--- config.mk ---
export PLATFORM = sky130hd
export DESIGN_NAME = heart_rate_meter
export DESIGN_NICKNAME = d
export VERILOG_FILES = /design/src/rtl/heart_rate_meter.sv
export SDC_FILE = /design/constraint.sdc
export NUM_CORES = 1
export LEC_CHECK = 0
export ABC_AREA = 1
export CAP_MARGIN = 20
export CELL_PAD_IN_SITES_DETAIL_PLACEMENT = 2
export CELL_PAD_IN_SITES_GLOBAL_PLACEMENT = 2
export CORE_MARGIN = 2
export CORE_UTILIZATION = 40
export DETAILED_ROUTE_END_ITERATION = 12
export PLACE_DENSITY_LB_ADDON = 0.1
export RECOVER_POWER = 100
export SLEW_MARGIN = 20
export SYNTH_ARGS = -nofsm -noshare
export SYNTH_HDL_FRONTEND = slang
export SYNTH_SLANG_ARGS = --single-unit
--- constraint.sdc ---
create_clock -name clk -period 3.7 [get_ports clk]
set_input_delay 0.37 -clock clk [delete_from_list [all_inputs] [get_ports clk]]
set_output_delay 0.37 -clock clk [all_outputs]
set_load 0.05 [all_outputs]
--- src/rtl/heart_rate_meter.sv ---
// heart_rate_meter: windowed beat counter with scaled, double-dabble BCD readout.
// Define HR_DEBOUNCE_EN to insert a stability filter ahead of beat detection.
module heart_rate_meter #(
    parameter int NUM_DIGITS      = 4,
    parameter int WINDOW_CYCLES   = 1000,
    parameter int SCALE           = 1,
    parameter int CNT_W           = 16,
    parameter int DEBOUNCE_CYCLES = 4
) (
    input  logic                    clk,
    input  logic                    rst,
    input  logic                    pulse,
    input  logic                    enable,
    output logic [4*NUM_DIGITS-1:0] bcd,
    output logic                    valid,
    output logic                    overflow,
    output logic                    busy
);
    localparam int PROD_W = CNT_W + $clog2(SCALE + 1);
    localparam int WIN_W  = (WINDOW_CYCLES > 1) ? $clog2(WINDOW_CYCLES) : 1;
    localparam int BIT_W  = $clog2(PROD_W + 1);
    localparam int BCD_W  = 4 * NUM_DIGITS;

    function automatic logic [63:0] pow10(input int n);
        logic [63:0] r;
        r = 64'd1;
        if (n >= 20) return '1;
        for (int i = 0; i < n; i++) r = r * 64'd10;
        return r;
    endfunction

    localparam logic [63:0]      LIMIT = pow10(NUM_DIGITS);
    localparam logic [BCD_W-1:0] NINES = {NUM_DIGITS{4'h9}};

    if (WINDOW_CYCLES < PROD_W + 4) begin : g_bad_window
        $fatal(1, "heart_rate_meter: WINDOW_CYCLES must be at least PROD_W+4");
    end
    if (NUM_DIGITS < 1) begin : g_bad_digits
        $fatal(1, "heart_rate_meter: NUM_DIGITS must be at least 1");
    end
    if (PROD_W > 63 || SCALE < 1) begin : g_bad_scale
        $fatal(1, "heart_rate_meter: SCALE must be >= 1 and PROD_W <= 63");
    end
    if (DEBOUNCE_CYCLES < 0) begin : g_bad_debounce
        $fatal(1, "heart_rate_meter: DEBOUNCE_CYCLES must not be negative");
    end

    logic sync1, sync2, level, level_q, beat;

    always_ff @(posedge clk or negedge rst) begin
        if (!rst) begin
            sync1   <= 1'b0;
            sync2   <= 1'b0;
            level_q <= 1'b0;
        end else begin
            sync1   <= pulse;
            sync2   <= sync1;
            level_q <= level;
        end
    end

`ifdef HR_DEBOUNCE_EN
    localparam int DB_W = $clog2(DEBOUNCE_CYCLES + 1);

    if (DEBOUNCE_CYCLES < 1) begin : g_bad_db_len
        $fatal(1, "heart_rate_meter: DEBOUNCE_CYCLES must be at least 1");
    end

    logic            filt;
    logic [DB_W-1:0] db_cnt;

    // Filtered level follows sync2 only after a full run of disagreement.
    always_ff @(posedge clk or negedge rst) begin
        if (!rst) begin
            filt   <= 1'b0;
            db_cnt <= '0;
        end else if (sync2 == filt) begin
            db_cnt <= '0;
        end else if (db_cnt == DB_W'(DEBOUNCE_CYCLES - 1)) begin
            filt   <= sync2;
            db_cnt <= '0;
        end else begin
            db_cnt <= db_cnt + 1'b1;
        end
    end

    assign level = filt;
`else
    assign level = sync2;
`endif

    assign beat = level & ~level_q;

    logic [WIN_W-1:0] win;
    logic [CNT_W-1:0] edges;
    logic [CNT_W-1:0] snap;
    logic             tc;

    assign tc = enable && (win == WIN_W'(WINDOW_CYCLES - 1));

    // A beat on the terminal cycle seeds the next window instead of this one.
    always_ff @(posedge clk or negedge rst) begin
        if (!rst) begin
            win   <= '0;
            edges <= '0;
            snap  <= '0;
        end else if (!enable) begin
            win   <= '0;
            edges <= '0;
        end else if (tc) begin
            win   <= '0;
            snap  <= edges;
            edges <= CNT_W'(beat);
        end else begin
            win <= win + 1'b1;
            if (beat && !(&edges)) edges <= edges + 1'b1;
        end
    end

    typedef enum logic [1:0] {IDLE, MUL, CONV, DONE} state_t;

    state_t            state;
    logic [PROD_W-1:0] prod;
    logic [PROD_W-1:0] prod_nxt;
    logic [BCD_W-1:0]  dig;
    logic [BCD_W-1:0]  dig_nxt;
    logic [BIT_W-1:0]  bitn;
    logic              ovf;

    assign prod_nxt = PROD_W'(snap) * PROD_W'(SCALE);

    always_comb begin
        dig_nxt = dig;
        for (int i = 0; i < NUM_DIGITS; i++) begin
            if (dig_nxt[4*i +: 4] >= 4'd5)
                dig_nxt[4*i +: 4] = dig_nxt[4*i +: 4] + 4'd3;
        end
        dig_nxt = {dig_nxt[BCD_W-2:0], prod[PROD_W-1]};
    end

    // The last shift is folded into the DONE load so valid lands on DONE.
    always_ff @(posedge clk or negedge rst) begin
        if (!rst) begin
            state    <= IDLE;
            prod     <= '0;
            dig      <= '0;
            bitn     <= '0;
            ovf      <= 1'b0;
            bcd      <= '0;
            valid    <= 1'b0;
            overflow <= 1'b0;
            busy     <= 1'b0;
        end else begin
            valid <= 1'b0;
            case (state)
                IDLE: begin
                    if (tc) begin
                        state <= MUL;
                        busy  <= 1'b1;
                    end
                end
                MUL: begin
                    prod  <= prod_nxt;
                    ovf   <= (64'(prod_nxt) >= LIMIT);
                    dig   <= '0;
                    bitn  <= '0;
                    state <= CONV;
                end
                CONV: begin
                    dig  <= dig_nxt;
                    prod <= {prod[PROD_W-2:0], 1'b0};
                    bitn <= bitn + 1'b1;
                    if (bitn == BIT_W'(PROD_W - 1)) begin
                        state    <= DONE;
                        valid    <= 1'b1;
                        overflow <= ovf;
                        bcd      <= ovf ? NINES : dig_nxt;
                    end
                end
                DONE: begin
                    state <= IDLE;
                    busy  <= 1'b0;
                end
                default: state <= IDLE;
            endcase
        end
    end

endmodule

==> results of run 1 <==
state kept, by name, indices dropped and copies added, names as in the netlist:
signal,cells
prod,17
sync1,1
level_q,1
win,10
edges,16
snap,16
valid,1
overflow,1
state,2
bitn,5
busy,1
level,1
bcd,16
dig,16
ovf,1
final cells by class:
type / count / area [µm²]
Tap cell: 172 / 215
Fill cell: 1442 / 6900
Inverter: 79 / 297
Sequential cell: 105 / 2630
Clock buffer: 10 / 229
Clock inverter: 6 / 58.8
Timing Repair Buffer: 28 / 262
Multi-Input combinational cell: 400 / 2080
path summary, 6_finish.rpt:
check | startpoint | slack [ps] | end
worst max-delay path | state[0]$_DFFE_PN0P_ | 920 | bcd[2]$_DFFE_PN0P_
worst min-delay path | sync1$_DFF_PN0_ | 360 | level$_DFF_PN0_
worst max register to register | state[0]$_DFFE_PN0P_ | 920 | bcd[2]$_DFFE_PN0P_
worst min register to register | sync1$_DFF_PN0_ | 360 | level$_DFF_PN0_
max in group asynchronous | rst | 2060 | snap[3]$_DFFE_PN0P_
min in group asynchronous | rst | 520 | dig[12]$_DFFE_PN0P_
kinds of logic after synthesis:
group                      count (synthesis)
AOI/OAI and AO/OA                         86
xor gates and xnor gates                  12
adders and majority gates                 17
buffers and inverters                     97
DFF                                      105
and+or+nand+nor                          285
per-stage QoR:
step / setup slack (ps) / power (mW) / hold slack (ps)
finish: 916 / 2.18 / 361
detailed placement: 1440 / 1.24 / 341
floorplan: 2130 / 1.21 / 74.4
CTS: 1370 / 2.20 / 200
global route: 695 / 2.25 / 380
global placement: 1650 / 1.24 / 342
layout by cell type, fill, tap and decap left out, drive strengths merged:
cell           instances
a21oi                  8
a2bb2oi                5
a31oi                  2
and3                   1
buf                    3
bufinv                 1
clkbuf                14
clkdlybuf4s50          1
clkinv                 5
dfrtp                105
dlygate4sd3           20
ha                    17
inv                   79
nand2                142
nand3                 69
nand4                  7
nor2                  53
nor3                   9
nor3b                  3
o211ai                 8
o21a                   1
o21ai                 46
o22ai                 16
or2                    1
xnor2                  1
xor2                  11
critical path: stages, from the launching register on:
cell,delay (ps)
sky130_fd_sc_hd__dfrtp_1,420
sky130_fd_sc_hd__inv_1,130
sky130_fd_sc_hd__ha_1,540
sky130_fd_sc_hd__nand4_1,650
sky130_fd_sc_hd__nor2_4,380
sky130_fd_sc_hd__inv_1,250
sky130_fd_sc_hd__o21ai_0,290
where the power goes:
group / switching [mW] / total (mW) / internal (mW)
Sequential: 0.00709 / 1.16 / 1.15
Clock: 0.437 / 0.959 / 0.522
Combinational: 0.0454 / 0.0576 / 0.0122
routing by layer:
metal | wire length [µm] | vias to the layer above | global-route usage | share of wire
li1 | - | 2000 | - | -
met1 | 6300 | 2136 | 0.269 | 0.44
met2 | 7450 | 37 | 0.394 | 0.52
met3 | 264 | 21 | 0.0300 | 0.018
met4 | 300 | 0 | 0.0783 | 0.021
met5 | 0 | - | 0 | 0
==> results.toml, run 1 <==
[global_routing]
grt_util_all_layers = 0.220
global_route.overflow_total = 0
grt_start_max_net_pins = 72
global_route_wire_length_before_repair_um = 24600
first_global_vias = 4785
antenna_found_initial = 0

[yosys]
synth.distinct_cells = 35
post_synth_mux_area_share = 0
postSynthNetCount = 623
area_fraction_in_compound_gates_after_synthesis = 0.101
ys_warn_count = 0
synth_area_per_cell_um2 = 8.64
synth_top_family_by_area = "simple AND/OR/NAND/NOR gates"
synth_common_cells = "sky130_fd_sc_hd__nand2_1, sky130_fd_sc_hd__dfrtp_1, sky130_fd_sc_hd__inv_1, sky130_fd_sc_hd__nand3_1, sky130_fd_sc_hd__nor2_1"
post_synth_edffs = 0
synth-xor-area-share = 0.0202
async_reset_ff_frac = 1.00
yosysMostFrequentCell = "sky130_fd_sc_hd__nand2_1"
netlist_instances = 602
synth_area_leader_cell = "sky130_fd_sc_hd__dfrtp_1"
synthSimpleGateAreaFrac = 0.254
synth.area.top_cells = "sky130_fd_sc_hd__dfrtp_1, sky130_fd_sc_hd__nand2_1, sky130_fd_sc_hd__nand3_1"
post_synth_fa_ha_maj_area_fraction = 0.0409
postSynth.topFlopCell = "sky130_fd_sc_hd__dfrtp_1"
synth_seq_cells = 105
synth.cell_area_um2 = 5200
synth_sequential_area_ratio = 0.505
netlist.area_leader.share = 0.505

[die]
die_width_um = 118
floorplan.die.height_um = 118
core-area_um2 = 12700
boundaryPins = 23
floorplan.rows = 41
start_util = 0.411
die_area_um2 = 13900

[layout]
fin_cells = 800
num_antenna_cells = 0
stdcell_area_um2 = 5770
finalCoreUtilization = 0.455
syn2layout_area_growth_pct = 10.8
layout.nets = 644
share_of_layout_cells_above_drive_strength_1 = 0.0637

[routing]
post_drt_via_cell_ratio = 5.24
vias = 4194
drt-initial-drc-count = 125
average_wire_length_per_cell_after_detail_routing_um = 17.9
detailedRoute.firstPassIterationCount = 4
antenna_left = 0
detail_route.drc_violations = 0
routed_wl_um = 14300

[cts]
numCtsBuffers = 9
htree_num_levels = 3
clock_sinks = 105
cts.reportedPaths.clkPinSlew_ps = 70
tritoncts = "yes"
cts_root_buf = "sky130_fd_sc_hd__clkbuf_16"
hold_buffers = 0
post_cts_setup_repair_buffer_count = 0
worst_skew_pair.late_latency_ps = 350
clock_path_buffers = 2
cts_resized = 0

[outcome]
failing_checks = "capacitance limit, slew limit"
outcome = "finished, violations left"

[timing]
setup_repair_after_global_routing_missed_its_margin = "false"
finalHoldViolations = 0
finalWorstPathRequiredPeriod_ps = 2780
worst_clock_skew_ps = 6.45
final.period_utilization = 0.752
setup_viol_count_final = 0
tightestPinTransition_ps = 1860
maxSlewViolCount = 71
finalSetupTns_ps = 0
achievable-frequency_ghz = 0.359
slew_headroom = -0.242

[critical_path]
timing.critical_path.required_ps = 3950
worst_setup_path_category = "flop to flop"
worstSetupEndpointType = "flop"
crit_path_start_kind = "flop"
crit_path_max_fanout = 15
critPathArrivalTime_ps = 3040
ff2ff_path_depth = 6

[placed_design]
dp_hpwl_um = 10300
port-buffer-count = 22
placed_area_um2 = 5580
weighted_congestion_reported_at_the_end_of_routability_driven_placement = 0.758
place_inst = 784

[worst_hold_path]
min_path_type = "flop to flop"
min_delay_path_depth = 0

[power_and_ir_drop]
power.density_cell_area_nw_per_um2 = 378
vdd_drop_max_mv = 0.195
power_leakage_nw = 2.81

[run]
cap_viol_max_count = 1
Power figures use the tool's default switching activity.
==> inputs of run 2 (changes only) <==
Settings changed: CORE_UTILIZATION 40 to 38.
Clock period 3.7 ns to 2.75 ns, I/O delays scaled along.
==> run 2 against run 1 <==
Net effect:
- clock skew is 2.4 ps higher
- sequential share of layout area shrank 0.84 points
- non-clock buffer count increased by 2
- via count shrank 0.91%
- largest power group unchanged
- maximum frequency is 17% higher
- critical path type unchanged
- total power rose by 44%
- the flow now finishes without violations
==> results.toml, run 2 (synthesis gave the netlist of run 1 again) <==
[outcome]
outcome = "complete, no violations"

[global_routing]
grt_util_all_layers = 0.204
global_route_wire_length_before_repair_um = 23700
global_route.overflow_total = 0
first_global_vias = 4690
grt_start_max_net_pins = 62
antenna_found_initial = 0

[cts]
hold_buffers = 1
worst_skew_pair.late_latency_ps = 350
clock_sinks = 105
cts_root_buf = "sky130_fd_sc_hd__clkbuf_16"
post_cts_setup_repair_buffer_count = 0
clock_path_buffers = 2
numCtsBuffers = 9
tritoncts = "yes"
htree_num_levels = 3
cts_resized = 0
cts.reportedPaths.clkPinSlew_ps = 70

[power_and_ir_drop]
design_power_total_mw = 3.13
power_leakage_nw = 2.87
vdd_drop_max_mv = 0.242
power.density_cell_area_nw_per_um2 = 533

[placed_design]
placed_area_um2 = 5600
port-buffer-count = 22
dp_hpwl_um = 9740
pre_cts_setup_slack_ps = 621
weighted_congestion_reported_at_the_end_of_routability_driven_placement = 0.775

[critical_path]
path_cells = "inv_1, ha_1, nand4_1, nor2_4, inv_2, o21ai_0"
crit_path_start_kind = "flop"
crit_path_max_fanout = 12
path_delay_family = "simple AND/OR/NAND/NOR gates"
worstSetupEndpointType = "flop"
worst_setup_path_category = "flop to flop"
critPathArrivalTime_ps = 2630
timing.critical_path.required_ps = 3000
critPathBufInv = 2
max_stage_delay_ps = 580
critical_path_slowest_stage_cell = "sky130_fd_sc_hd__nand4_1"

[layout]
stdcell_area_um2 = 5880
syn2layout_area_growth_pct = 12.9
share_of_layout_cells_above_drive_strength_1 = 0.0778
layout_common_cells = "sky130_fd_sc_hd__nand2_1, sky130_fd_sc_hd__dfrtp_1, sky130_fd_sc_hd__inv_1"
largest_register = "prod"
layout.nets = 646
filler_cell_count = 1493
largest_reg_flops = 17
num_antenna_cells = 0
commonest_non_fill_non_tap_cell_in_the_layout = "sky130_fd_sc_hd__nand2_1"

[die]
floorplan.rows = 42
die_width_um = 121
floorplan.die.height_um = 121
boundaryPins = 23
die_area_um2 = 14600
core-area_um2 = 13300
start_util = 0.391

[timing]
maxSlewViolCount = 0
finalSetupTns_ps = 0
setup_viol_count_final = 0
final.period_utilization = 0.866
slew_headroom = 0.206
achievable-frequency_ghz = 0.420
hold-worst-slack_ps = 369
worst_clock_skew_ps = 8.84
finalHoldViolations = 0
tightestPinTransition_ps = 1190
setup_repair_after_global_routing_missed_its_margin = "false"
finalWorstPathRequiredPeriod_ps = 2380
post-route-worst-setup-slack_ps = 368

[routing]
routed_wl_um = 13700
antenna_left = 0
post_drt_via_cell_ratio = 5.16
vias = 4156
average_wire_length_per_cell_after_detail_routing_um = 17.0
detailedRoute.firstPassIterationCount = 4
detail_route.drc_violations = 0
drt-initial-drc-count = 152

[run]
cap_viol_max_count = 0

[worst_hold_path]
min_path_type = "flop to flop"
## run 2: cell types whose count changed in the layout (fill, tap and decap cells not counted), moves of 2 or more
cell / change
sky130_fd_sc_hd__buf_4: +2
sky130_fd_sc_hd__bufinv_16: +2
sky130_fd_sc_hd__clkinv_2: -3
sky130_fd_sc_hd__nor2_1: -4
sky130_fd_sc_hd__nand2_2: +2
sky130_fd_sc_hd__nor2_2: +3
## run 2: cell type report
class	instances	area [µm²]	share of cell area
clock inverter	5	103	0.0175
inverter	79	297	0.0505
multi-input combinational	400	2100	0.358
clock buffer	11	243	0.0413
sequential	105	2630	0.447
tap	176	220	0.0375
timing repair buffer	30	283	0.0481
## run 2: path summary, 6_finish.rpt
kind | depth (start not counted) | to | from | slack [ps]
setup / recovery | 6 | bcd[10]$_DFFE_PN0P_ | state[0]$_DFFE_PN0P_ | 370
hold / removal | 0 | level$_DFF_PN0_ | sync1$_DFF_PN0_ | 370
setup reg to reg | 6 | bcd[10]$_DFFE_PN0P_ | state[0]$_DFFE_PN0P_ | 370
hold reg to reg | 0 | level$_DFF_PN0_ | sync1$_DFF_PN0_ | 370
max in group asynchronous | 3 | edges[15]$_DFFE_PN0P_ | rst | 1130
min in group asynchronous | 2 | dig[14]$_DFFE_PN0P_ | rst | 700
## run 2: per-layer routing
layer / vias up / wire length (µm) / track usage
met5: - / 0 / 0
met4: 0 / 189 / 0.0705
met3: 15 / 192 / 0.0263
met2: 28 / 7130 / 0.359
met1: 2103 / 6200 / 0.257
li1: 2010 / - / -
## run 2: per-stage QoR
step                      utilization  instances
after floorplan                     -        602
after global placement          0.421        789
after detailed placement        0.421        789
after CTS                       0.448        806
after global routing            0.442        806
final                           0.442        806
## run 2: where the power goes
part | internal (mW) | leakage, nW | switching, mW
combinational | 0.0174 | 1.24 | 0.0603
clock | 0.914 | 0.166 | 0.576
sequential | 1.55 | 1.46 | 0.00940
total | 2.48 | 2.87 | 0.645
